==> config.mk <==
export PLATFORM = sky130hd
export DESIGN_NAME = branch_predictor_bht
export DESIGN_NICKNAME = d
export VERILOG_FILES = /design/src/rtl/bp_pkg.sv /design/src/rtl/sat_counter_update.sv /design/src/rtl/branch_predictor_bht.sv
export SDC_FILE = /design/constraint.sdc
export NUM_CORES = 1
export LEC_CHECK = 0
export ABC_CLOCK_PERIOD_IN_PS = 4900
export CORE_ASPECT_RATIO = 1.5
export CORE_MARGIN = 4
export CORE_UTILIZATION = 55
export CTS_CLUSTER_DIAMETER = 200
export DETAILED_ROUTE_END_ITERATION = 8
export MAX_ROUTING_LAYER = met4
export PLACE_DENSITY = 0.85
export SLEW_MARGIN = 15
export SYNTH_ARGS = -nofsm -noshare
export SYNTH_HDL_FRONTEND = slang
export SYNTH_SLANG_ARGS = --single-unit
==> constraint.sdc <==
create_clock -name clk -period 4.9 [get_ports clk]
set_clock_uncertainty 0.05 [all_clocks]
set_input_delay 0.98 -clock clk [delete_from_list [all_inputs] [get_ports clk]]
set_output_delay 0.98 -clock clk [all_outputs]
set_load 0.1 [all_outputs]
==> src/rtl/bp_pkg.sv <==
// Purpose: shared types and helpers for the branch history table predictor.
// Contents: FSM state enum (INIT sweep / RUN) and the weak-taken /
//           weak-not-taken counter reset values as functions of CNT_W.
package bp_pkg;

  typedef enum logic {
    INIT = 1'b0,
    RUN  = 1'b1
  } state_e;

  // Weakly-taken value: MSB set, all lower bits clear.
  function automatic int weak_taken(input int cnt_w);
    return 1 << (cnt_w - 1);
  endfunction

  // Weakly-not-taken value: MSB clear, all lower bits set.
  function automatic int weak_not_taken(input int cnt_w);
    return (1 << (cnt_w - 1)) - 1;
  endfunction

endpackage

==> src/rtl/sat_counter_update.sv <==
// Purpose: next-state of a CNT_W-bit saturating direction counter.
// Ports: ctr_i current count, taken_i resolved outcome, ctr_o next count.
// Combinational, zero latency; saturates at 0 and 2^CNT_W-1.
module sat_counter_update #(
  parameter int CNT_W = 2
) (
  input  logic [CNT_W-1:0] ctr_i,
  input  logic             taken_i,
  output logic [CNT_W-1:0] ctr_o
);

  always_comb begin
    ctr_o = ctr_i;
    if (taken_i) begin
      if (ctr_i != {CNT_W{1'b1}}) ctr_o = ctr_i + 1'b1;
    end else begin
      if (ctr_i != '0) ctr_o = ctr_i - 1'b1;
    end
  end

endmodule

==> src/rtl/branch_predictor_bht.sv <==
// Purpose: direct-mapped tagged branch history table with saturating counters,
//          combinational prediction/target, resolved-branch training and perf counters.
// Ports: clk/rst_n (sync, active-low); lookup_* -> predict/target (combinational);
//        update_* trains the table from MEM; ready once the init sweep finishes;
//        branch_count / mispredict_count saturating performance counters.
module branch_predictor_bht
  import bp_pkg::*;
#(
  parameter int ENTRIES = 16,
  parameter int TAG_W   = 8,
  parameter int CNT_W   = 2,
  parameter int PERF_W  = 32
) (
  input  logic              clk,
  input  logic              rst_n,
  input  logic              lookup_valid,
  input  logic [31:0]       lookup_pc,
  input  logic [31:0]       lookup_offset,
  output logic              predict,
  output logic [31:0]       target,
  input  logic              update_valid,
  input  logic [31:0]       update_pc,
  input  logic              update_taken,
  input  logic              update_mispredict,
  output logic              ready,
  output logic [PERF_W-1:0] branch_count,
  output logic [PERF_W-1:0] mispredict_count
);

  localparam int IDX_W = $clog2(ENTRIES);
  localparam logic [CNT_W-1:0] CTR_WT  = CNT_W'(weak_taken(CNT_W));
  localparam logic [CNT_W-1:0] CTR_WNT = CNT_W'(weak_not_taken(CNT_W));

  typedef struct packed {
    logic             valid;
    logic [TAG_W-1:0] tag;
    logic [CNT_W-1:0] ctr;
  } entry_t;

  // Single memory array, no reset: contents are established by the INIT sweep.
  entry_t mem_q [ENTRIES];

  state_e            state_q;
  logic              ready_q;
  logic [IDX_W-1:0]  sweep_q;
  logic [PERF_W-1:0] branch_q;
  logic [PERF_W-1:0] mispred_q;

  // Address decode
  logic [IDX_W-1:0] lk_idx, up_idx;
  logic [TAG_W-1:0] lk_tag, up_tag;
  assign lk_idx = lookup_pc[IDX_W+1:2];
  assign lk_tag = lookup_pc[IDX_W+TAG_W+1:IDX_W+2];
  assign up_idx = update_pc[IDX_W+1:2];
  assign up_tag = update_pc[IDX_W+TAG_W+1:IDX_W+2];

  // Only the index/tag bit ranges of the PCs are meaningful here.
  logic unused_pc_bits;
  assign unused_pc_bits = ^{lookup_pc, update_pc};

  // Lookup path: asynchronous read, no bypass from a same-cycle update.
  entry_t lk_ent;
  assign lk_ent = mem_q[lk_idx];
  assign target = lookup_pc + lookup_offset;
  // Gate with rst_n so ready/predict drop as soon as reset is asserted.
  assign ready   = ready_q & rst_n;
  assign predict = ready && lookup_valid && lk_ent.valid &&
                   (lk_ent.tag == lk_tag) && lk_ent.ctr[CNT_W-1];

  // Update path
  entry_t           up_ent;
  logic             up_hit;
  logic [CNT_W-1:0] ctr_next;
  assign up_ent = mem_q[up_idx];
  assign up_hit = up_ent.valid && (up_ent.tag == up_tag);

  sat_counter_update #(.CNT_W(CNT_W)) u_sat (
    .ctr_i   (up_ent.ctr),
    .taken_i (update_taken),
    .ctr_o   (ctr_next)
  );

  logic             run_upd;
  logic             wr_en_d;
  logic [IDX_W-1:0] wr_idx_d;
  entry_t           wr_dat_d;
  assign run_upd = (state_q == RUN) && update_valid;

  always_comb begin
    wr_en_d  = 1'b0;
    wr_idx_d = up_idx;
    wr_dat_d = '0;
    if (state_q == INIT) begin
      wr_en_d        = 1'b1;
      wr_idx_d       = sweep_q;
      wr_dat_d.valid = 1'b0;
      wr_dat_d.tag   = '0;
      wr_dat_d.ctr   = CTR_WNT;
    end else if (update_valid) begin
      wr_en_d        = 1'b1;
      wr_dat_d.valid = 1'b1;
      wr_dat_d.tag   = up_tag;
      if (up_hit)            wr_dat_d.ctr = ctr_next;
      else if (update_taken) wr_dat_d.ctr = CTR_WT;
      else                   wr_dat_d.ctr = CTR_WNT;
    end
  end

  always_ff @(posedge clk) begin
    if (wr_en_d) mem_q[wr_idx_d] <= wr_dat_d;
  end

  // Sweep FSM and performance counters.
  always_ff @(posedge clk) begin
    if (!rst_n) begin
      state_q   <= INIT;
      ready_q   <= 1'b0;
      sweep_q   <= '0;
      branch_q  <= '0;
      mispred_q <= '0;
    end else begin
      case (state_q)
        INIT: begin
          sweep_q <= sweep_q + 1'b1;
          if (sweep_q == IDX_W'(ENTRIES - 1)) begin
            state_q <= RUN;
            ready_q <= 1'b1;
          end
        end
        default: begin
          if (run_upd && !(&branch_q)) branch_q <= branch_q + 1'b1;
          if (run_upd && update_mispredict && !(&mispred_q))
            mispred_q <= mispred_q + 1'b1;
        end
      endcase
    end
  end

  assign branch_count     = branch_q;
  assign mispredict_count = mispred_q;

endmodule

### Word level (Yosys, flattened, before mapping)

Memories as Yosys holds them, arrays and structs flattened.
Index checks and enable logic that the tools add are counted.

| operators by class | value |
|---|---|
| $add $sub $neg | 6 |
| multipliers | 0 |
| div/mod/pow operators | 0 |
| order comparisons | 0 |
| equal/unequal tests | 4 |
| shift operators | 0 |
| muxes and demuxes | 14 |
| bitwise logic cells | 2 |
| reduce and logical (&&, ||, !) cells | 17 |

Operators by type and width:

| operator | number |
|---|---|
| $add A32 B1 Y32 const B | 2 |
| $reduce_and A32 Y1 | 2 |
| $add A32 B32 Y32 | 1 |
| $mux W11 | 2 |
| $eq A8 B8 Y1 | 2 |
| $mux W2 | 5 |
| $logic_and A1 B1 Y1 | 9 |
| $mux W1 | 6 |
| $reduce_and A2 Y1 | 3 |
| $add A4 B1 Y4 const B | 1 |
| $eq A4 B4 Y1 const B | 1 |
| $mux W4 | 1 |
| $add A2 B1 Y2 const B | 1 |
| $logic_not A1 Y1 | 2 |
| $ne A2 B2 Y1 const B | 1 |
| $reduce_bool A2 Y1 | 1 |
| $sub A2 B1 Y2 const B | 1 |
| $and A1 B1 Y1 | 1 |
| $not A1 Y1 | 1 |

| word-level totals | value |
|---|---|
| register bits after elaboration | 70 |
| bits in latches | 0 |
| memory bits (writable) | 176 |
| ROM bits | 0 |
| input port bits | 102 |
| output and inout port bits | 98 |
| logic and storage cells | 49 |
| memories kept | 1 |

Memory list:

| name | words | width | read ports | clocked after memory_dff | wr ports | line | text |
|---|---|---|---|---|---|---|---|
| mem_q | 16 | 11 | 2 | 0 | 1 | branch_predictor_bht.sv:41 | `entry_t mem_q [ENTRIES];` |

### Logic depth before layout (Yosys ltp)

An unclocked memory read counts as a cell.

| depth | value |
|---|---|
| depth after elaboration | 7 |
| mapped depth | 12 |
| depth with buffers taken out | 11 |

### Cells and area by module

Synthesis repeated with hierarchy kept, for this count alone.

| unflattened totals | value |
|---|---|
| cells, all modules | 964 |
| area, all modules | 12872.3 um^2 |

By module, submodules not included:

| module | times used | cells each | area each (um^2) | seq. area each (um^2) |
|---|---|---|---|---|
| branch_predictor_bht | 1 | 961 | 12846.1 | 6686.4 |
| sat_counter_update | 1 | 3 | 26.3 | 0.0 |

### Least setup slack after synthesis

OpenSTA, ideal clock, no wires.

| path | value |
|---|---|
| kind | input to output |
| from | input port lookup_pc[2] |
| to | output port predict |
| data arrival time | 5.841 ns |
| required time | 3.870 ns |
| setup slack | -1.971 ns |
| stages | 6 |
| path buffers | 2 |
| path through | buf_1 -> clkbuf_1 -> mux4_2 -> mux4_2 -> xor2_1 -> nor4_1 |

| between the ends | value |
|---|---|
| longest elaborated chain between the ends | 4 |
| elaborated cells between the ends (all ways) | 5 |

RTL lines:

| element | line | text |
|---|---|---|
| start, declared | branch_predictor_bht.sv:17 | `input logic [31:0] lookup_pc,` |
| $mem_v2 Z16 W11 * | n/a |  |
| $eq A8 B8 Y1 / $logic_and A1 B1 Y1 (equally long branches) | branch_predictor_bht.sv:68, branch_predictor_bht.sv:67 |  |
| $logic_and A1 B1 Y1 | branch_predictor_bht.sv:67 | `assign predict = ready && lookup_valid && lk_ent.valid &&` |
| $logic_and A1 B1 Y1 * | branch_predictor_bht.sv:68 | `(lk_ent.tag == lk_tag) && lk_ent.ctr[CNT_W-1];` |
| end, declared | branch_predictor_bht.sv:19 | `output logic predict,` |

Every way passes the cells marked *; elsewhere a longest branch is shown, timed or not.

### Final worst setup path

| path | value |
|---|---|
| from | input port lookup_pc[8] |
| to | output port target[30] |

| between the ends | value |
|---|---|
| longest elaborated chain between the ends | 1 |

RTL lines:

| element | line | text |
|---|---|---|
| $add A32 B32 Y32 | branch_predictor_bht.sv:64 | `assign target = lookup_pc + lookup_offset;` |
| end, declared | branch_predictor_bht.sv:20 | `output logic [31:0] target,` |

No other way between the ends.

==> impl_metrics.py <==
metrics = {
    "setup_path": {
        "worst_path_largest_cell_delay_ns": 0.54,
        "reg2reg_depth": 9,
        "rrSetupSlack_ns": 1.36,
        "rr_startpoint": "mem_q[5][8]$_DFFE_PP_",
        "r2r-end": "mem_q[12][1]$_DFFE_PP_",
        "critPathRequiredTime_ns": 3.87,
        "slowest_stage": "clkdlybuf4s50_1",
        "crit_chain": "clkdlybuf4s50_1, ha_4, buf_4, nand2_1, o21ai_1, a211oi_2, o31ai_4, a2111o_1, nand2_2, o311ai_0, a21oi_1, xnor2_2, buf_12",
        "crit_type": "input port to output port",
        "start_kind": "input port",
        "cp_data_arrival_time_ns": 3.83,
        "critPathMaxFanout": 4,
        "critical_path.endpoint_type": "output port",
    },
    "logic_synthesis": {
        "ys_async_sr_fraction_pct": 0,
        "synthCells": 980,
        "synth_top_cell_by_area": "edfxtp_1",
        "yosys_most_used_dff": "edfxtp_1",
        "synth_top_area_share_pct": 41.1,
        "yosys_warnings": 0,
        "synth.cell_area_sq_um": 12900,
        "syn_nets": 1117,
        "yosys-top-cells-area": "edfxtp_1 41%, mux4_2 16%, dfxtp_1 11%, xnor2_1 5.2%, ha_1 3.3%",
        "synth-seq-cells": 246,
        "synthDistinctLibCells": 62,
        "ys_seq_area_share_pct": 51.9,
        "avgSynthCellArea_sq_um": 13.1,
        "synth_edf_count": 176,
    },
    "sta": {
        "period_share_pct": 99.1,
        "whs_ns": 0.412,
        "layout_min_cycle_time_ns": 4.86,
        "slew-limit-headroom_pct": 28.0,
        "hold_viol_final": 0,
        "worst_pin_slew_ns": 1.08,
        "fmax_ghz": 0.206,
        "setup_viol": 0,
        "drv_slew": 0,
    },
    "min_path": {
        "whs_path_depth": 1,
        "min_to": "ready_q$_SDFFE_PN0P_",
        "hp-class": "flip-flop to flip-flop",
        "hp-start": "ready_q$_SDFFE_PN0P_",
    },
    "final_layout": {
        "drive_gt1_share_pct": 24.3,
        "fin_nets": 1363,
        "stdcell_area_sq_um": 17000,
        "final_cells": 1561,
        "synthToLayoutAreaGrowth_pct": 32.0,
    },
    "clock_tree": {
        "cts_tree": "yes",
        "clkLatencyLatePin_ns": 0.52,
        "clk_pin_slew_ns": 0.07,
        "ctsHoldBuffers": 0,
        "cts_buffers": 24,
        "clock-sinks": 246,
        "cts_max_level": 1,
        "clock_path_buffers": 3,
        "root_buffer": "clkbuf_16",
    },
    "grt": {
        "grt_use_total_pct": 27.8,
        "grt_antenna_before_repair": 2,
        "grt_max_degree": 71,
        "grt_pass1_wl_mm": 55.1,
        "overflow": 0,
        "first_global_vias": 10100,
    },
    "pwr": {
        "p_per_area_nw_per_um2": 318,
        "clockPowerShare_pct": 32.8,
        "leakagePower_uw": 0.00637,
        "p_comb_share_pct": 25.4,
        "p_sw_share_pct": 29.6,
        "peakVddDrop_mv": 0.267,
        "power_frac_seq_pct": 41.8,
        "internal_power_uw": 3800,
        "p_sw_uw": 1600,
    },
    "route": {
        "drc": 0,
        "vias": 9639,
        "drt-initial-drc-count": 879,
        "viasPerCell": 6.17,
        "wl_mm": 35.7,
        "drtPass1Iterations": 5,
        "final_antenna_net_count": 0,
        "avgRoutedWirePerCell_microns": 22.9,
    },
    "floorplan": {
        "num_io_pins": 200,
        "die_x_microns": 133,
        "die_h_microns": 195,
        "coreArea_sq_um": 23100,
        "die_area_sq_um": 26000,
        "initial_core_util_pct": 55.8,
        "rows": 68,
    },
    "placement": {
        "port_buffers": 179,
        "hpwl_mm": 24.8,
        "placed_cell_area_sq_um": 16000,
        "dpl.cell_count": 1510,
        "place.gp.congestion": 0.934,
    },
    "run_status": {
        "outcome": "finished, final reports clean",
    },
    "run": {
        "maxCapViolations": 0,
    },
}
## metal layers
layer	up-vias	wire length (microns)	GRT usage (%)
li1	4249	-	-
met1	4704	11700	30.1
met2	535	19400	50.2
met3	151	2750	3.76
met4	0	1920	12.7
met5	-	0	-
## worst max-delay path by stage
stage / startpoint / endpoint / cells past startpoint
4_1_cts: lookup_offset[2] / target[29] / 14
6_report: lookup_pc[8] / target[30] / 13
5_1_grt: lookup_offset[9] / target[31] / 14
3_3_place_gp: lookup_pc[0] / target[30] / 13
3_5_place_dp: lookup_pc[0] / target[30] / 13
2_1_floorplan: lookup_pc[2] / predict / 6
## cells by family after synthesis
group	Yosys count	synth area share, %
xor+xnor	99	6.74
compound gates	138	7.06
buf+inv	62	1.91
simple gates	296	12.0
flops	246	51.9
fa+ha+maj	36	3.54
mux	103	16.8
## cells in the final DEF (no fill, tap or decap), types with 11 or more instances in the layout
master,netlist,routed
edfxtp_1,176,176
clkdlybuf4s50_1,0,128
mux4_2,90,90
buf_4,0,78
dfxtp_1,70,70
xnor2_1,77,63
nand2_1,62,61
and2_1,59,59
nor2_1,58,57
buf_12,0,36
a21oi_1,38,33
nand3_1,27,27
ha_1,34,25
clkbuf_16,0,25
and3_1,22,22
xor2_1,22,20
inv_1,18,18
o21ai_0,22,18
a21o_1,13,13
nand4_1,13,13
xnor2_2,0,13
mux2i_1,13,13
a31oi_1,13,12
nor2b_1,11,11
nor3_1,11,11
## registers in the layout (all words and copies together) (netlist names)
register / count
sweep_q: 4
ready_q: 1
mem_q: 176
mispredict_count: 32
branch_count: 32
state_q: 1
## cells in the mapped netlist (27+ instances only)
| cell type | number |
|---|---|
| mux4_2 | 90 |
| and2_1 | 59 |
| nand3_1 | 27 |
| nor2_1 | 58 |
| nand2_1 | 62 |
| edfxtp_1 | 176 |
| xnor2_1 | 77 |
| ha_1 | 34 |
| clkbuf_1 | 30 |
| a21oi_1 | 38 |
| dfxtp_1 | 70 |
## what timing repair did
action                                  in CTS  in global routing
setup buffers                                3                  2
hold endpoints to repair                     0                  0
resized for setup                           27                 26
pin swaps                                   21                 13
endpoints found under the setup margin       9                  9
## power groups by stage
stage	clock network [uW]	logic, uW	registers, uW
3_5_place_dp	0	1320	2300
2_1_floorplan	0	824	2290
4_1_cts	1800	1350	2250
3_3_place_gp	0	1300	2290
6_report	1770	1370	2260
5_1_grt	1890	1420	2260
## final cells by class
type                    instances  area (sq um)
diodes                          2          5.00
clock buffers                  29           651
clock inverters                15           105
fillers                      1399          6060
inverters                      19          71.3
multi-input cells             672          6280
flip-flops and latches        246          6690
well taps                     315           394
repair buffers                263          2800
## through the flow
stage               power (uW)  setup TNS (ns)  setup slack [ns]  util, %
finish                    5400               0            0.0418     73.7
global route              5570          -0.371           -0.0727     73.7
CTS                       5400               0           0.00165     73.0
detailed placement        3620           -1.44            -0.285     69.2
global placement          3600           -1.18            -0.230     69.2
floorplan                 3120          -0.295            -0.158        -
## critical path, delay by kind of cell
| family | cells | cell delay, ns |
|---|---|---|
| buffers and inverters | 3 | 0.89 |
| XOR/XNOR | 1 | 0.16 |
| AND/OR/NAND/NOR | 2 | 0.18 |
| adder cells (fa/ha/maj) | 1 | 0.23 |
| AO/OA/AOI/OAI | 6 | 1.37 |
(Power assumes the default switching activity.)
